--- config.mk ---
export PLATFORM = sky130hd
export DESIGN_NAME = frac_baud_gen_flat
export DESIGN_NICKNAME = d
export VERILOG_FILES = /design/src/rtl/frac_baud_gen_if.sv /design/src/rtl/frac_baud_gen.sv /design/src/flat_wrapper.sv
export SDC_FILE = /design/constraint.sdc
export NUM_CORES = 1
export LEC_CHECK = 0
export BUFFER_PORTS_ARGS = -buffer_cell sky130_fd_sc_hd__buf_4
export CAP_MARGIN = 5
export CORE_UTILIZATION = 53
export DETAILED_ROUTE_END_ITERATION = 16
export MAX_ROUTING_LAYER = met4
export PLACE_DENSITY = 0.85
export SETUP_SLACK_MARGIN = 0.3
export SLEW_MARGIN = 40
export SYNTH_ARGS = -nofsm -noshare
export SYNTH_HDL_FRONTEND = slang
export SYNTH_SLANG_ARGS = --single-unit
--- constraint.sdc ---
create_clock -name clk -period 3 [get_ports clk]
set_input_delay 0.3 -clock clk [delete_from_list [all_inputs] [get_ports clk]]
set_output_delay 0.3 -clock clk [all_outputs]
set_load 0.02 [all_outputs]
--- src/rtl/frac_baud_gen_if.sv ---
// Control/status bundle for frac_baud_gen: divisor programming, enable/sync
// controls, and the registered tick outputs.
interface frac_baud_gen_if #(
    parameter int DVSR_W = 11,
    parameter int FRAC_W = 4
);
    // Handshake: dvsr_wr is a one-cycle strobe with no ready; the divisor write
    // is always accepted into the shadow on the edge that samples it, in any state.
    logic              en;
    logic [DVSR_W-1:0] dvsr_int;
    logic [FRAC_W-1:0] dvsr_frac;
    logic              dvsr_wr;
    logic              sync_clr;
    logic              tick;
    logic              bit_tick;
    logic              active;
    logic              state_dbg;

    modport master (
        output en, dvsr_int, dvsr_frac, dvsr_wr, sync_clr,
        input  tick, bit_tick, active, state_dbg
    );

    modport slave (
        input  en, dvsr_int, dvsr_frac, dvsr_wr, sync_clr,
        output tick, bit_tick, active, state_dbg
    );
endinterface

--- src/rtl/frac_baud_gen.sv ---
// Fractional baud tick generator: average oversample period (N+1)+F/2^FRAC_W
// clocks, a bit_tick every OVS ticks, and a shadowed divisor applied at period end.
module frac_baud_gen #(
    parameter int DVSR_W       = 11,
    parameter int FRAC_W       = 4,
    parameter int OVS          = 16,
    parameter int DEFAULT_INT  = 650,
    parameter int DEFAULT_FRAC = 1
) (
    input  logic           clk,
    input  logic           reset,
    frac_baud_gen_if.slave bus
);
    localparam int SUB_W = (OVS > 1) ? $clog2(OVS) : 1;
    localparam logic [SUB_W-1:0]  SUB_LAST = SUB_W'(OVS - 1);
    localparam logic [DVSR_W-1:0] INT_RST  = DVSR_W'(DEFAULT_INT);
    localparam logic [FRAC_W-1:0] FRAC_RST = FRAC_W'(DEFAULT_FRAC);

    typedef enum logic {
        S_IDLE = 1'b0,
        S_RUN  = 1'b1
    } state_t;

    state_t            state_q, state_d;
    logic [DVSR_W-1:0] cnt_q, cnt_d;
    logic [FRAC_W-1:0] acc_q, acc_d;
    logic              ext_q, ext_d;
    logic [SUB_W-1:0]  sub_q, sub_d;
    logic [DVSR_W-1:0] int_sh_q, int_sh_d;
    logic [FRAC_W-1:0] frac_sh_q, frac_sh_d;
    logic [DVSR_W-1:0] int_act_q, int_act_d;
    logic [FRAC_W-1:0] frac_act_q, frac_act_d;
    logic              tick_q, tick_d;
    logic              bit_tick_q, bit_tick_d;

    // One extra bit so int_act at its maximum plus a stretch cannot overflow.
    logic [DVSR_W:0]   limit;
    logic [FRAC_W:0]   acc_sum;
    logic              wrap;

    assign limit   = {1'b0, int_act_q} + {{DVSR_W{1'b0}}, ext_q};
    assign acc_sum = {1'b0, acc_q} + {1'b0, frac_act_q};
    assign wrap    = ({1'b0, cnt_q} == limit);

    // State register
    always_ff @(posedge clk or posedge reset) begin
        if (reset) begin
            state_q    <= S_IDLE;
            cnt_q      <= '0;
            acc_q      <= '0;
            ext_q      <= 1'b0;
            sub_q      <= '0;
            int_sh_q   <= INT_RST;
            frac_sh_q  <= FRAC_RST;
            int_act_q  <= INT_RST;
            frac_act_q <= FRAC_RST;
            tick_q     <= 1'b0;
            bit_tick_q <= 1'b0;
        end else begin
            state_q    <= state_d;
            cnt_q      <= cnt_d;
            acc_q      <= acc_d;
            ext_q      <= ext_d;
            sub_q      <= sub_d;
            int_sh_q   <= int_sh_d;
            frac_sh_q  <= frac_sh_d;
            int_act_q  <= int_act_d;
            frac_act_q <= frac_act_d;
            tick_q     <= tick_d;
            bit_tick_q <= bit_tick_d;
        end
    end

    // Next-state logic
    always_comb begin
        state_d    = state_q;
        cnt_d      = cnt_q;
        acc_d      = acc_q;
        ext_d      = ext_q;
        sub_d      = sub_q;
        int_sh_d   = int_sh_q;
        frac_sh_d  = frac_sh_q;
        int_act_d  = int_act_q;
        frac_act_d = frac_act_q;
        tick_d     = 1'b0;
        bit_tick_d = 1'b0;

        if (bus.dvsr_wr) begin
            int_sh_d  = bus.dvsr_int;
            frac_sh_d = bus.dvsr_frac;
        end

        case (state_q)
            S_IDLE: begin
                int_act_d  = int_sh_q;
                frac_act_d = frac_sh_q;
                cnt_d      = '0;
                acc_d      = '0;
                ext_d      = 1'b0;
                sub_d      = '0;
                if (bus.en) begin
                    state_d = S_RUN;
                end
            end
            S_RUN: begin
                if (!bus.en) begin
                    state_d = S_IDLE;
                    cnt_d   = '0;
                    acc_d   = '0;
                    ext_d   = 1'b0;
                    sub_d   = '0;
                end else if (bus.sync_clr) begin
                    // Phase restart only; the active divisor keeps its value.
                    cnt_d = '0;
                    acc_d = '0;
                    ext_d = 1'b0;
                    sub_d = '0;
                end else if (wrap) begin
                    cnt_d        = '0;
                    tick_d       = 1'b1;
                    {ext_d, acc_d} = acc_sum;
                    int_act_d    = int_sh_q;
                    frac_act_d   = frac_sh_q;
                    bit_tick_d   = (sub_q == SUB_LAST);
                    sub_d        = (sub_q == SUB_LAST) ? '0 : sub_q + 1'b1;
                end else begin
                    cnt_d = cnt_q + 1'b1;
                end
            end
            default: begin
                state_d = S_IDLE;
            end
        endcase
    end

    // Outputs
    always_comb begin
        bus.tick      = tick_q;
        bus.bit_tick  = bit_tick_q;
        bus.active    = (state_q == S_RUN);
        bus.state_dbg = state_q;
    end
endmodule

--- src/flat_wrapper.sv ---
// flat-port wrapper written by rule: the top's interface ports become plain ports
module frac_baud_gen_flat 
#(
    parameter int DVSR_W       = 11,
    parameter int FRAC_W       = 4,
    parameter int OVS          = 16,
    parameter int DEFAULT_INT  = 650,
    parameter int DEFAULT_FRAC = 1
)
  (clk, reset, bus_en, bus_dvsr_int, bus_dvsr_frac, bus_dvsr_wr, bus_sync_clr, bus_tick, bus_bit_tick, bus_active, bus_state_dbg);
  frac_baud_gen_if #(.DVSR_W(DVSR_W), .FRAC_W(FRAC_W)) bus_i ();
  input  logic clk;
  input  logic reset;
  input wire logic [$bits(bus_i.en)-1:0] bus_en;
  input wire logic [$bits(bus_i.dvsr_int)-1:0] bus_dvsr_int;
  input wire logic [$bits(bus_i.dvsr_frac)-1:0] bus_dvsr_frac;
  input wire logic [$bits(bus_i.dvsr_wr)-1:0] bus_dvsr_wr;
  input wire logic [$bits(bus_i.sync_clr)-1:0] bus_sync_clr;
  output wire logic [$bits(bus_i.tick)-1:0] bus_tick;
  output wire logic [$bits(bus_i.bit_tick)-1:0] bus_bit_tick;
  output wire logic [$bits(bus_i.active)-1:0] bus_active;
  output wire logic [$bits(bus_i.state_dbg)-1:0] bus_state_dbg;
  assign bus_i.en = bus_en;
  assign bus_i.dvsr_int = bus_dvsr_int;
  assign bus_i.dvsr_frac = bus_dvsr_frac;
  assign bus_i.dvsr_wr = bus_dvsr_wr;
  assign bus_i.sync_clr = bus_sync_clr;
  assign bus_tick = bus_i.tick;
  assign bus_bit_tick = bus_i.bit_tick;
  assign bus_active = bus_i.active;
  assign bus_state_dbg = bus_i.state_dbg;
  frac_baud_gen #(.DVSR_W(DVSR_W), .FRAC_W(FRAC_W), .OVS(OVS), .DEFAULT_INT(DEFAULT_INT), .DEFAULT_FRAC(DEFAULT_FRAC)) u_core (.clk(clk), .reset(reset), .bus(bus_i));
endmodule
==> key figures <==
Clock tree
  – CTS Root Cell: clkbuf_8
  – CTS Buf Count: 5
  – CTS HTree Levels: 2
  – Sinks on Clock Net: 53
  – Clock Latency Late Sink: just over 0.3 ns
  – Clock transition at the registers of the reported paths: roughly 0.10 ns
  – TritonCTS clock tree: yes
  – Clock Tree Buf Depth: 2

Worst setup path
  – Worst setup EP type: register
  – Critical-path top delay cell: dfstp_2
  – Worst EP arrival: between 2 and 3 ns
  – CP max stage delay: just over 0.6 ns
  – CP cell instances: nand4_1 -> or3_1 -> a22oi_1 -> nand4_2 -> o41ai_4 -> buf_6 -> mux2_2
  – CP Max Fanout: 8
  – Critical Path Source Type: register
  – CP top delay family: simple AND/OR/NAND/NOR gates
  – Worst EP required: roughly 3.2 ns
  – Worst Setup Path Type: register to register
  – Buf+Inv Stages, Crit Path: 1

Yosys
  – Share of the synthesized area in the top cell type: 40.3%
  – Primary flip-flop cell chosen by synthesis mapping: dfrtp_1
  – Post-synth net total: between 200 and 300
  – Largest cells by area after synthesis: dfrtp_1 40%, mux2_2 13%, dfstp_2 9.8%
  – Seq/Total Area, Yosys: roughly half
  – Average cell area after synthesis: between 10 and 15 µm²
  – Cells after Synth: ~230
  – Ys Warns: 0
  – Yosys top cell by area: dfrtp_1
  – Cell Area, Synth: between 0.002 and 0.003 mm²
  – Synth cell types: 46
  – Yosys reg bits: 53
  – FFs w/ async S/R, synth: 100%
  – Post-synth EDFFs: 0

Finish
  – Area delta synth->final: 15.7%
  – Post-route cell area: about 0.0031 mm²
  – Share of cells above drive strength 1: 36.7%
  – Final #Nets: 284
  – Inserted Diodes: 0

Route
  – WL final: 4990 µm
  – Remaining DRCs: 0
  – WL/cell: approximately 15 µm
  – Vias: between 1500 and 2000
  – DR pass1 iterations: 4
  – Antenna Violating Nets Remaining: 0
  – DR vias/cell: between 5 and 6
  – Drt first-iter violations: a little over 100

Die
  – Die area: approximately 0.0053 mm²
  – Die extent in y: roughly 73 µm
  – Die Wd: between 70 and 80 µm
  – Starting density of the core: ~56%
  – Num rows: 25
  – # IOs: 24
  – Core Box Area: ~0.0048 mm²

GRT
  – Initial antenna violation count: 0
  – Vias in the first global route: around 1800
  – First-pass GRT wire length: about 8000 µm
  – GRT Util Overall: between 20% and 30%
  – Total congestion overflow: 0
  – Largest net degree at the start of global routing: 54

Placement
  – Cell Area, Placed: 0.00291 mm²
  – Port buffer count: 23
  – Dpl hpwl: about 3400 µm
  – Final Wtd Congestion: 0.857

Outcome
  – Status: finished, final reports clean

STA
  – Setup Viol. Count Final: 0
  – Fmax: 378 MHz
  – Worst slew margin: 58.1%
  – Tcrit/Tclk final: 88.1%
  – Final hold vios: 0
  – Slew @ Worst Pin: ~0.63 ns
  – Min cycle time layout: about 2.6 ns
  – Max Slew Vio Count: 0
  – Post-route setup TNS: 0 ns
  – RSZ-0062 raised after global routing: no
  – Worst Clk Skew: between 0.004 and 0.005 ns

Power
  – P_leak: about 1.3 nW
  – Peak supply drop: 0.408 mV
  – Pwr dens: between 400 and 500 mW/mm²

Run
  – Max Cap Violations: 0

Worst hold path
  – Hold Path Class: input pin to asynchronous set/reset pin
==> placed cells by master, fill, tap and decap left out, types with 2 or more instances in the layout <==
master     n
o21ai_0    2
buf_6      2
ha_4       2
o21ai_1    2
ha_1       6
nand2b_1   3
and3_1     3
mux2i_1    5
nand4_1    3
a21o_1     3
and2_4     2
nor3_1     4
and4_1     2
clkbuf_8   6
a21oi_1    7
xnor2_1   14
mux2_2    30
inv_1      3
nand3_1    7
nand2_1    7
a211oi_1   2
dfrtp_1   43
a31oi_1    2
xor2_1     9
nor2_1    22
buf_4     31
dfstp_2   10
==> worst paths after layout <==
path                       cells past startpoint  slack (ns)                 from                   end
setup / recovery                               7        0.36  u_core.int_act_q[3]  u_core.frac_act_q[3]
hold / removal                                 2        0.06                reset       u_core.cnt_q[6]
setup reg to reg                               7        0.36  u_core.int_act_q[3]  u_core.frac_act_q[3]
hold reg to reg                                1        0.51   u_core.int_sh_q[5]   u_core.int_act_q[5]
max in group asynchronous                      2        2.50                reset       u_core.sub_q[0]
min in group clk                               1        0.11               bus_en     u_core.bus.active
==> timing repair <==
item	4_1_cts	5_1_grt
hold buffers	0	0
cloned	0	1
resized for setup	1	7
setup buffers	0	6
endpoints found under the setup margin	1	15
endpoints found under the hold margin	0	0
pin swaps	0	4
==> metal layers <==
layer  global-route usage (%)  vias up  share of wire (%)
li1                         -      857                  -
met5                        -        -                  0
met4                     8.93        0                3.0
met3                     3.04       13                2.7
met1                     25.4      885                 45
met2                     33.1       33                 49
==> kinds of logic (layout without fill, tap and decap cells) <==
logic type	after synthesis	in the layout	synth area share, %
buffers and inverters	16	45	3.09
AND/OR/NAND/NOR	64	64	12.6
multiplexers	35	35	14.5
XOR/XNOR	23	23	7.54
AO/OA/AOI/OAI	27	27	7.64
flip-flops	53	53	50.1
adder cells (fa/ha/maj)	9	9	4.50
==> synthesized netlist by cell type, types with 4 or more instances <==
library cell and number:
clkbuf_1 5, xor2_1 9, dfstp_2 10, inv_1 4
nor3_1 5, dfrtp_1 43, mux2_2 30, xnor2_1 14
a21oi_1 7, mux2i_1 5, nand2_1 7, nand3_1 8
nor2_1 22, ha_1 8
==> cell type report <==
| type | count | area [µm²] |
|---|---|---|
| Fill cell | 354 | 1700 |
| Clock buffer | 6 | 82.6 |
| Sequential cell | 53 | 1340 |
| Tap cell | 67 | 83.8 |
| Multi-Input combinational cell | 158 | 1290 |
| Clock inverter | 2 | 16.3 |
| Inverter | 4 | 17.5 |
| Timing Repair Buffer | 33 | 255 |
==> flip-flops by register name, summed over array words and instances, names as in the netlist <==
register and cells:
u_core.bus.bit_tick 1, u_core.cnt_q 11, u_core.int_act_q 11, u_core.bus.active 1
u_core.ext_q 1, u_core.acc_q 4, u_core.bus.tick 1, u_core.sub_q 4
u_core.frac_act_q 4, u_core.frac_sh_q 4, u_core.int_sh_q 11
==> stage by stage <==
step | util, % | cells | setup WS, ns | hold slack [ns] | power [mW]
after floorplan | - | 227 | 0.297 | 0.331 | 0.980
after global placement | 60.8 | 308 | 0.425 | 0.429 | 1.03
after detailed placement | 60.8 | 308 | 0.320 | 0.430 | 1.04
after CTS | 63.0 | 316 | 0.337 | 0.102 | 1.47
after global routing | 64.5 | 323 | 0.277 | 0.104 | 1.54
final | 64.5 | 323 | 0.356 | 0.0649 | 1.48
==> power breakdown <==
| part | total, mW | switching (mW) | leakage (nW) | internal, mW |
|---|---|---|---|---|
| clock | 0.431 | 0.241 | 0.0478 | 0.190 |
| combinational | 0.205 | 0.0893 | 0.605 | 0.116 |
| sequential | 0.841 | 0.0617 | 0.658 | 0.779 |
| total | 1.48 | 0.391 | 1.31 | 1.09 |
Power figures use the tool's default switching activity.
